===== config.mk =====
export PLATFORM = sky130hd
export DESIGN_NAME = multi_key_input_controller
export DESIGN_NICKNAME = d
export VERILOG_FILES = /design/src/rtl/multi_key_input_controller.sv
export SDC_FILE = /design/constraint.sdc
export NUM_CORES = 1
export LEC_CHECK = 0
export BUFFER_PORTS_ARGS = -buffer_cell sky130_fd_sc_hd__buf_4
export CORE_ASPECT_RATIO = 2
export CORE_MARGIN = 8
export CORE_UTILIZATION = 46
export DETAILED_ROUTE_END_ITERATION = 10
export PLACE_DENSITY_LB_ADDON = 0.2
export SLEW_MARGIN = 20
export SYNTH_ARGS = -nofsm -noshare
export SYNTH_HDL_FRONTEND = slang
export SYNTH_SLANG_ARGS = --single-unit
export TNS_END_PERCENT = 20

===== constraint.sdc =====
create_clock -name sysclk -period 6.5 [get_ports sysclk]
set_input_delay 0.975 -clock sysclk [delete_from_list [all_inputs] [get_ports sysclk]]
set_output_delay 0.975 -clock sysclk [all_outputs]
set_load 0.05 [all_outputs]

===== src/rtl/multi_key_input_controller.sv =====
// Multi-key input controller: per-key sync/debounce, frame-gated event scan into an interrupt FIFO.
// Define KEY_RELEASE_EVENT_EN to also queue key-release events (instruction bit 8 set) after presses.
module multi_key_input_controller #(
    parameter int unsigned NUM_KEYS        = 4,
    parameter int unsigned DEBOUNCE_CYCLES = 16,
    parameter int unsigned FIFO_DEPTH      = 4,
    parameter logic [4:0]  IRQ_OPCODE      = 5'b11111
) (
    input  logic                sysclk,
    input  logic                reset,
    input  logic [NUM_KEYS-1:0] keys,
    input  logic                frame_rt_clk,
    input  logic                interrupt_ack,
    output logic [31:0]         interrupt_instruction,
    output logic                interrupt_valid,
    output logic                fifo_full,
    output logic [7:0]          dropped_count
);

    localparam int unsigned CW = $clog2(DEBOUNCE_CYCLES + 1);
    localparam int unsigned AW = $clog2(FIFO_DEPTH);
    localparam int unsigned OW = AW + 1;

    typedef enum logic {IDLE, SCAN} state_t;

    logic [NUM_KEYS-1:0] key_s1, key_s2, deb, deb_prev;
    logic [NUM_KEYS-1:0] press_evt, rel_evt;
    logic [NUM_KEYS-1:0] pending, rel_pending, scan_press, scan_rel;
    logic [NUM_KEYS-1:0] scan_press_n, scan_rel_n;
    logic [CW-1:0]       db_cnt [NUM_KEYS];
    logic                frm_s1, frm_s2, frm_prev, frame_edge;
    state_t              state;
    logic [7:0]          prs_idx, rel_idx, sel_idx;
    logic                sel_rel, scan_done;
    logic [31:0]         push_data, head_n;
    logic [31:0]         mem [FIFO_DEPTH];
    logic [AW-1:0]       wr_ptr, rd_ptr, rd_ptr_n;
    logic [OW-1:0]       count, count_n;
    logic                push, pop, drop;

    // Synchronise and debounce every key; the debounced level only flips after a full stable window.
    always_ff @(posedge sysclk or posedge reset) begin
        if (reset) begin
            key_s1   <= '0;
            key_s2   <= '0;
            deb      <= '0;
            deb_prev <= '0;
            for (int k = 0; k < int'(NUM_KEYS); k++) db_cnt[k] <= '0;
        end else begin
            key_s1   <= keys;
            key_s2   <= key_s1;
            deb_prev <= deb;
            for (int k = 0; k < int'(NUM_KEYS); k++) begin
                if (key_s2[k] == deb[k]) begin
                    db_cnt[k] <= '0;
                end else if (db_cnt[k] == CW'(DEBOUNCE_CYCLES - 1)) begin
                    deb[k]    <= ~deb[k];
                    db_cnt[k] <= '0;
                end else begin
                    db_cnt[k] <= db_cnt[k] + CW'(1);
                end
            end
        end
    end

    assign press_evt  = deb & ~deb_prev;
`ifdef KEY_RELEASE_EVENT_EN
    assign rel_evt    = ~deb & deb_prev;
`else
    assign rel_evt    = '0;
`endif
    assign frame_edge = frm_s2 & ~frm_prev;

    // Pick the lowest pending key; presses drain before releases.
    always_comb begin
        prs_idx      = '0;
        rel_idx      = '0;
        sel_idx      = '0;
        sel_rel      = 1'b0;
        scan_press_n = scan_press;
        scan_rel_n   = scan_rel;
        for (int k = int'(NUM_KEYS) - 1; k >= 0; k--) begin
            if (scan_press[k]) prs_idx = 8'(k);
            if (scan_rel[k])   rel_idx = 8'(k);
        end
        if (scan_press != '0) begin
            sel_idx      = prs_idx;
            scan_press_n = scan_press & (scan_press - NUM_KEYS'(1));
        end else begin
            sel_idx    = rel_idx;
            sel_rel    = 1'b1;
            scan_rel_n = scan_rel & (scan_rel - NUM_KEYS'(1));
        end
        scan_done = (scan_press_n == '0) && (scan_rel_n == '0);
        push_data = {IRQ_OPCODE, 18'b0, sel_rel, sel_idx};
    end

    // FIFO control; a pop in the same cycle makes room for a push into a full FIFO.
    always_comb begin
        pop      = interrupt_valid && interrupt_ack;
        push     = (state == SCAN) && ((count != OW'(FIFO_DEPTH)) || interrupt_ack);
        drop     = (state == SCAN) && !push;
        count_n  = count + OW'(push) - OW'(pop);
        rd_ptr_n = rd_ptr + AW'(pop);
        if (count_n == '0)
            head_n = 32'h0;
        else if (push && ((count - OW'(pop)) == '0))
            head_n = push_data;
        else
            head_n = mem[rd_ptr_n];
    end

    always_ff @(posedge sysclk) begin
        if (push) mem[wr_ptr] <= push_data;
    end

    always_ff @(posedge sysclk or posedge reset) begin
        if (reset) begin
            wr_ptr                <= '0;
            rd_ptr                <= '0;
            count                 <= '0;
            interrupt_instruction <= 32'h0;
            interrupt_valid       <= 1'b0;
            fifo_full             <= 1'b0;
        end else begin
            if (push) wr_ptr <= wr_ptr + AW'(1);
            rd_ptr                <= rd_ptr_n;
            count                 <= count_n;
            interrupt_instruction <= head_n;
            interrupt_valid       <= (count_n != '0);
            fifo_full             <= (count_n == OW'(FIFO_DEPTH));
        end
    end

    // Frame-gated scan FSM; events arriving during a scan wait for the next frame.
    always_ff @(posedge sysclk or posedge reset) begin
        if (reset) begin
            state         <= IDLE;
            frm_s1        <= 1'b0;
            frm_s2        <= 1'b0;
            frm_prev      <= 1'b0;
            pending       <= '0;
            rel_pending   <= '0;
            scan_press    <= '0;
            scan_rel      <= '0;
            dropped_count <= '0;
        end else begin
            frm_s1   <= frame_rt_clk;
            frm_s2   <= frm_s1;
            frm_prev <= frm_s2;
            case (state)
                IDLE: begin
                    if (frame_edge && ((pending != '0) || (rel_pending != '0))) begin
                        scan_press  <= pending;
                        scan_rel    <= rel_pending;
                        pending     <= press_evt;
                        rel_pending <= rel_evt;
                        state       <= SCAN;
                    end else begin
                        pending     <= pending | press_evt;
                        rel_pending <= rel_pending | rel_evt;
                    end
                end
                SCAN: begin
                    pending     <= pending | press_evt;
                    rel_pending <= rel_pending | rel_evt;
                    scan_press  <= scan_press_n;
                    scan_rel    <= scan_rel_n;
                    if (drop && (dropped_count != 8'hFF))
                        dropped_count <= dropped_count + 8'd1;
                    if (scan_done) state <= IDLE;
                end
                default: state <= IDLE;
            endcase
        end
    end

endmodule


==> results.toml, run 1 <==
[synthesis]
yosysTopAreaCell = "dfrtp_1"
ys_seq_area_share_pct = 58.24
synth_edf_count = 12
synth_top_area_share_pct = 48.53
synthArstFlopShare_pct = 85.71
yosys_most_used_dff = "dfrtp_1"
yosys-top-cells-area = "dfrtp_1, edfxtp_1, buf_4"
syn-cell-area_um2 = 3712
ys_types = 48
yosys_register_bits = 84
avgSynthCellArea_um2 = 12.37
postSynthCellCount = 300
ys.warnings.count = 0

[power_and_ir_drop]
power.density_nw_per_um2 = 358.6
ir_worst_vdd_mv = 0.1823
p_leak_uw = 0.002045

[grt]
antenna_found_initial = 0
grt_pass1_wl_um = 10330
grt_pass1_vias = 2179
grt_max_degree = 73
grt-ovfl-total = 0
grt_usage_pct = 12.05

[clocking]
insertion_delay_ns = 0.33
clkSlewWorstSetupHoldPaths_ns = 0.06
clock_sinks = 84
clk_path_buf_depth = 2
post_cts_buffers = 0
cts-root-buf = "clkbuf_16"
holdBufCountCts = 0
cts_buffers = 9
cts_tree = "done"
cts_resized = 0
htreeDepth = 3

[layout]
fin_nets = 349
drive_gt1_share_pct = 19.03
num_antenna_cells = 0
fill_cells = 705
areaGrowthSynthToFinish_pct = 12.20

[critical_path]
cp_num_cells = 12
reg2reg_depth = 11
crit_path_end_kind = "flop"
worstSetupStartpoint = "interrupt_ack"
crit_chain = "buf_4, or4b_1, and2_2, inv_1, ha_1, inv_1, ha_1, fa_1, nor3_4, inv_2, and2_4, a22o_1"
path_max_fanout = 6
cpLargestDelayFamily = "simple AND/OR/NAND/NOR gates"
r2r_start = "count[0]"
cpMaxStageDelayCell = "or4b_1"
reg2reg_to = "interrupt_instruction[1]"
endpoint = "interrupt_instruction[1]"
arrival_ns = 3.62
cp_data_required_time_ns = 6.71
path_buf_inv = 4
worstSetupStartpointType = "primary input"
cp_slowest_stage_delay_ns = 0.59
critPathKind = "primary input to flop"
rrSetupSlack_ns = 3.39

[sta]
rsz0062_at_grt = "false"
worst_slack_ns = 3.086
fin_crit_ns = 3.414
slew_violations = 0
timing.setup.tns_ns = 0
setup_violations = 0
hold_viol = 0
slew_headroom_pct = 41.61
tightest_slew_ns = 0.8758
fmax_mhz = 292.9
finClkSkew_ns = 0.008290
finalCritPeriodShare_pct = 52.52

[detailed_routing]
finalWirelength_um = 6204
num_vias = 2128
drtIter0Drc = 72
vias_per_cell = 4.984
drcViolationCount = 0
drt.antenna.violating_nets = 0
first_pass_iters = 4
avgRoutedWirePerCell_um = 14.53

[job]
max-cap-violations = 0

[status]
outcome = "finished clean"

[floorplan]
core_um2 = 7885
initial_utilization_pct = 47.08
die_h_um = 143.0
boundaryPins = 50
fp-row-count = 46
die-area_um2 = 11370
die_w_um = 79.52

[place]
place_ws_ns = 2.739
io_buffers = 25
gp_congestion = 0.7458
dp_hpwl_um = 4523

[hold_path]
hp-class = "flop to flop"
==> per-layer routing <==
metal,share of wire (%),global-route usage [%]
met4,3.1,7.276
met3,5.1,4.786
met5,0,0
met2,57,21.07
met1,35,11.23
==> cell usage after synthesis (7+ instances only) <==
master	number
and3_1	7
nor2_1	23
buf_4	30
edfxtp_1	12
a22o_1	10
nand2_1	9
a21oi_1	7
and2_1	7
nand3_1	11
inv_1	17
o21ai_0	9
dfrtp_1	72
ha_1	13
xor2_1	18
==> cells by family (layout without fill, tap and decap cells) <==
family | Yosys count | in the layout | share of synthesized area [%]
compound gates | 35 | 35 | 6.572
xor+xnor | 23 | 23 | 5.831
fa+ha+maj | 14 | 14 | 4.921
buf+inv | 51 | 59 | 8.224
flops | 84 | 84 | 58.24
mux | 8 | 8 | 3.336
other cells | 1 | 24 | 0.1010
simple gates | 84 | 84 | 12.77
==> worst min path at each step <==
stage          cells past startpoint      start  slack (ns)   endpoint
4_1_cts                            0  key_s1[0]        0.35  key_s2[0]
5_1_grt                            0  key_s1[3]        0.36  key_s2[3]
3_3_place_gp                       0  key_s1[3]        0.33  key_s2[3]
2_1_floorplan                      0     frm_s1        0.33     frm_s2
3_5_place_dp                       0  key_s1[0]        0.34  key_s2[0]
6_report                           0  key_s1[0]        0.35  key_s2[0]
==> final cells by class <==
cell class / instances / area (um2) / share of cell area, %
Sequential cell: 84 / 2162 / 51.91
Multi-Input combinational cell: 188 / 1331 / 31.96
Clock buffer: 14 / 284.0 / 6.819
Timing Repair Buffer: 26 / 195.2 / 4.686
Tap cell: 96 / 120.1 / 2.884
Inverter: 18 / 67.56 / 1.622
Clock inverter: 1 / 5.005 / 0.1202
==> power breakdown <==
| group | leakage, uW | switching (uW) | internal, uW |
|---|---|---|---|
| logic | 0.000876 | 232 | 148 |
| registers | 0.00102 | 45.7 | 588 |
| clock network | 0.000145 | 182 | 298 |
==> sequential cells by signal (all words and copies together) (netlist names), 2 cells and up <==
register               cells
db_cnt                    20
mem                       12
dropped_count              8
deb                        4
deb_prev                   4
interrupt_instruction      4
key_s1                     4
key_s2                     4
pending                    4
scan_press                 4
scan_rel                   4
count                      3
rd_ptr                     2
wr_ptr                     2
==> cell usage in the layout, fill, tap and decap left out, drive strengths merged, types with 2 or more instances in the layout <==
cell type	n
nor2b	3
mux4	3
conb	24
xor2	18
nor3b	2
buf	26
and3	11
nand3	11
xnor2	4
a21o	2
a22o	10
nor2	24
edfxtp	12
dfrtp	72
and2	9
mux2	5
ha	13
clkbuf	14
inv	18
nand2	9
o21ai	9
nor3	5
nand4	2
a21oi	7
==> per-stage QoR <==
| step | power, uW | area, um2 | hold slack (ns) | util, % | instances |
|---|---|---|---|---|---|
| 2_1_floorplan | 960.6 | 3799 | 0.3312 | - | 323 |
| 3_3_place_gp | 1017 | 3876 | 0.3329 | 49.16 | 412 |
| 3_5_place_dp | 1030 | 3876 | 0.3362 | 49.16 | 412 |
| 4_1_cts | 1520 | 4165 | 0.3491 | 52.82 | 427 |
| 5_1_grt | 1577 | 4165 | 0.3562 | 52.82 | 427 |
| 6_report | 1494 | 4165 | 0.3470 | 52.82 | 427 |
No activity file was read; power rests on OpenSTA's default activity.
==> run 2, diff against run 1 <==
==> constraint.sdc (replaced) <==
create_clock -name sysclk -period 2.8 [get_ports sysclk]
set_input_delay 0.42 -clock sysclk [delete_from_list [all_inputs] [get_ports sysclk]]
set_output_delay 0.42 -clock sysclk [all_outputs]
set_load 0.05 [all_outputs]
==> run 2 against run 1 <==
Core utilization is 1.4 points higher. Largest power group unchanged. Cell area is 2.7% higher. Clock-buffer cell count is 3 lower. Clock power is 130% higher. Setup slack worse by 3.0 ns. Highest routed layer unchanged.
==> results.toml, run 2 (synthesized netlist as in run 1, its figures left out) <==
[sta]
slew_headroom_pct = 41.97
fmax_mhz = 363.1
hold_viol = 0
tightest_slew_ns = 0.8704
rsz0062_at_grt = "true"
finClkSkew_ns = 0.007044
setup_violations = 0
finalCritPeriodShare_pct = 98.37
timing.setup.tns_ns = 0
slew_violations = 0
fin_crit_ns = 2.754

[detailed_routing]
num_vias = 2176
finalWirelength_um = 6273
vias_per_cell = 4.945
drtIter0Drc = 92
drt.antenna.violating_nets = 0
first_pass_iters = 4
drcViolationCount = 0
avgRoutedWirePerCell_um = 14.26

[grt]
grt_pass1_vias = 2240
antenna_found_initial = 0
grt_usage_pct = 12.19
grt_pass1_wl_um = 10450
grt-ovfl-total = 0
grt_max_degree = 73

[floorplan]
core_um2 = 7885
boundaryPins = 50
initial_utilization_pct = 47.08
fp-row-count = 46
die_w_um = 79.52
die_h_um = 143.0
die-area_um2 = 11370

[critical_path]
worstSetupStartpointType = "flop"
arrival_ns = 2.97
path_max_fanout = 3
cp_data_required_time_ns = 3.02
crit_path_end_kind = "flop"
critPathKind = "flop to flop"

[clocking]
clkSlewWorstSetupHoldPaths_ns = 0.06
cts-root-buf = "clkbuf_16"
holdBufCountCts = 0
htreeDepth = 3
insertion_delay_ns = 0.34
cts_tree = "done"
clk_path_buf_depth = 2
clock_sinks = 84
cts_buffers = 9

[power_and_ir_drop]
power.density_nw_per_um2 = 856.3
ir_worst_vdd_mv = 0.3858
p_leak_uw = 0.002104

[layout]
final_cell_mix = "dfrtp_1, buf_4, conb_1"
final_common_cell = "dfrtp_1"
areaGrowthSynthToFinish_pct = 15.23
top_register = "db_cnt"
reg.largest.list = "db_cnt: 20 flops, mem: 12 flops, dropped_count: 8 flops"
fin_nets = 361
num_antenna_cells = 0
final_util_pct = 54.25
largest_reg_flops = 20
drive_gt1_share_pct = 23.84

[status]
outcome = "finished clean"

[hold_path]
hp-class = "primary input to flop"

[place]
gp_congestion = 0.7644
io_buffers = 25
dp_hpwl_um = 4581

[job]
max-cap-violations = 0
-- run 2: cell count changes in the layout (fill, tap and decap cells not counted), sizes merged --
| cell | before | now |
|---|---|---|
| buf | 26 | 38 |
| clkbuf | 14 | 11 |
| clkinv | 1 | 5 |
-- run 2: final timing paths --
kind / startpoint / end / slack, ns / cells after the start
setup / recovery: count[0] / interrupt_instruction[1] / 0.05 / 12
hold / removal: keys[2] / key_s1[2] / 0.19 / 1
setup reg to reg: count[0] / interrupt_instruction[1] / 0.05 / 12
hold reg to reg: key_s1[0] / key_s2[0] / 0.35 / 0
max in group asynchronous: reset / db_cnt[16] / 1.88 / 3
min in group asynchronous: reset / db_cnt[8] / 0.35 / 3
-- run 2: final cells by class --
class	count	area, um2
Fill cell	702	3607
Sequential cell	84	2162
Multi-Input combinational cell	188	1364
Timing Repair Buffer	38	285.3
Clock buffer	11	254.0
Tap cell	96	120.1
Inverter	18	67.56
Clock inverter	5	25.02
-- run 2: metal layers --
| metal | wire (um) | global-route usage (%) | share of wire (%) | vias to the layer above |
|---|---|---|---|---|
| met3 | 329 | 4.156 | 5.2 | 8 |
| met5 | 0 | 0 | 0 | - |
| met4 | 143 | 6.785 | 2.3 | 0 |
| li1 | - | - | - | 1051 |
| met1 | 2243 | 11.37 | 36 | 1078 |
| met2 | 3556 | 22.02 | 57 | 39 |
-- run 2: stage by stage --
| step | instances | setup slack, ns | hold slack [ns] | instance area [um2] | total power, uW |
|---|---|---|---|---|---|
| finish | 440 | 0.04574 | 0.1888 | 4278 | 3663 |
| global route | 440 | -0.05602 | 0.1660 | 4278 | 3881 |
| CTS | 439 | -0.01582 | 0.1728 | 4270 | 3709 |
| detailed placement | 420 | -0.2162 | 0.3387 | 3946 | 2521 |
| global placement | 420 | -0.1578 | 0.3337 | 3946 | 2494 |
| floorplan | 323 | 0.01396 | 0.3312 | 3809 | 2248 |
-- run 2: critical path, stage by stage, from the launching register on --
cell and delay, ns:
dfrtp_1 0.38, or4b_4 0.52, and2_4 0.16, inv_2 0.06
ha_4 0.12, inv_2 0.04, ha_4 0.14, fa_2 0.33
xnor3_2 0.26, nor3_4 0.25, inv_2 0.06, and2_4 0.14
a22o_1 0.20
-- run 2: power by group --
group          switching, uW  internal (uW)  total (uW)
clock network            441            646        1090
logic                    625            521        1150
registers               65.5           1370        1430
total                   1130           2530        3660
-- run 2: repair_timing --
item	CTS	global route
buffers inserted	3	1
endpoints found under the setup margin	2	2
gates resized for setup	4	0
pin swaps	6	6
cloned	0	0
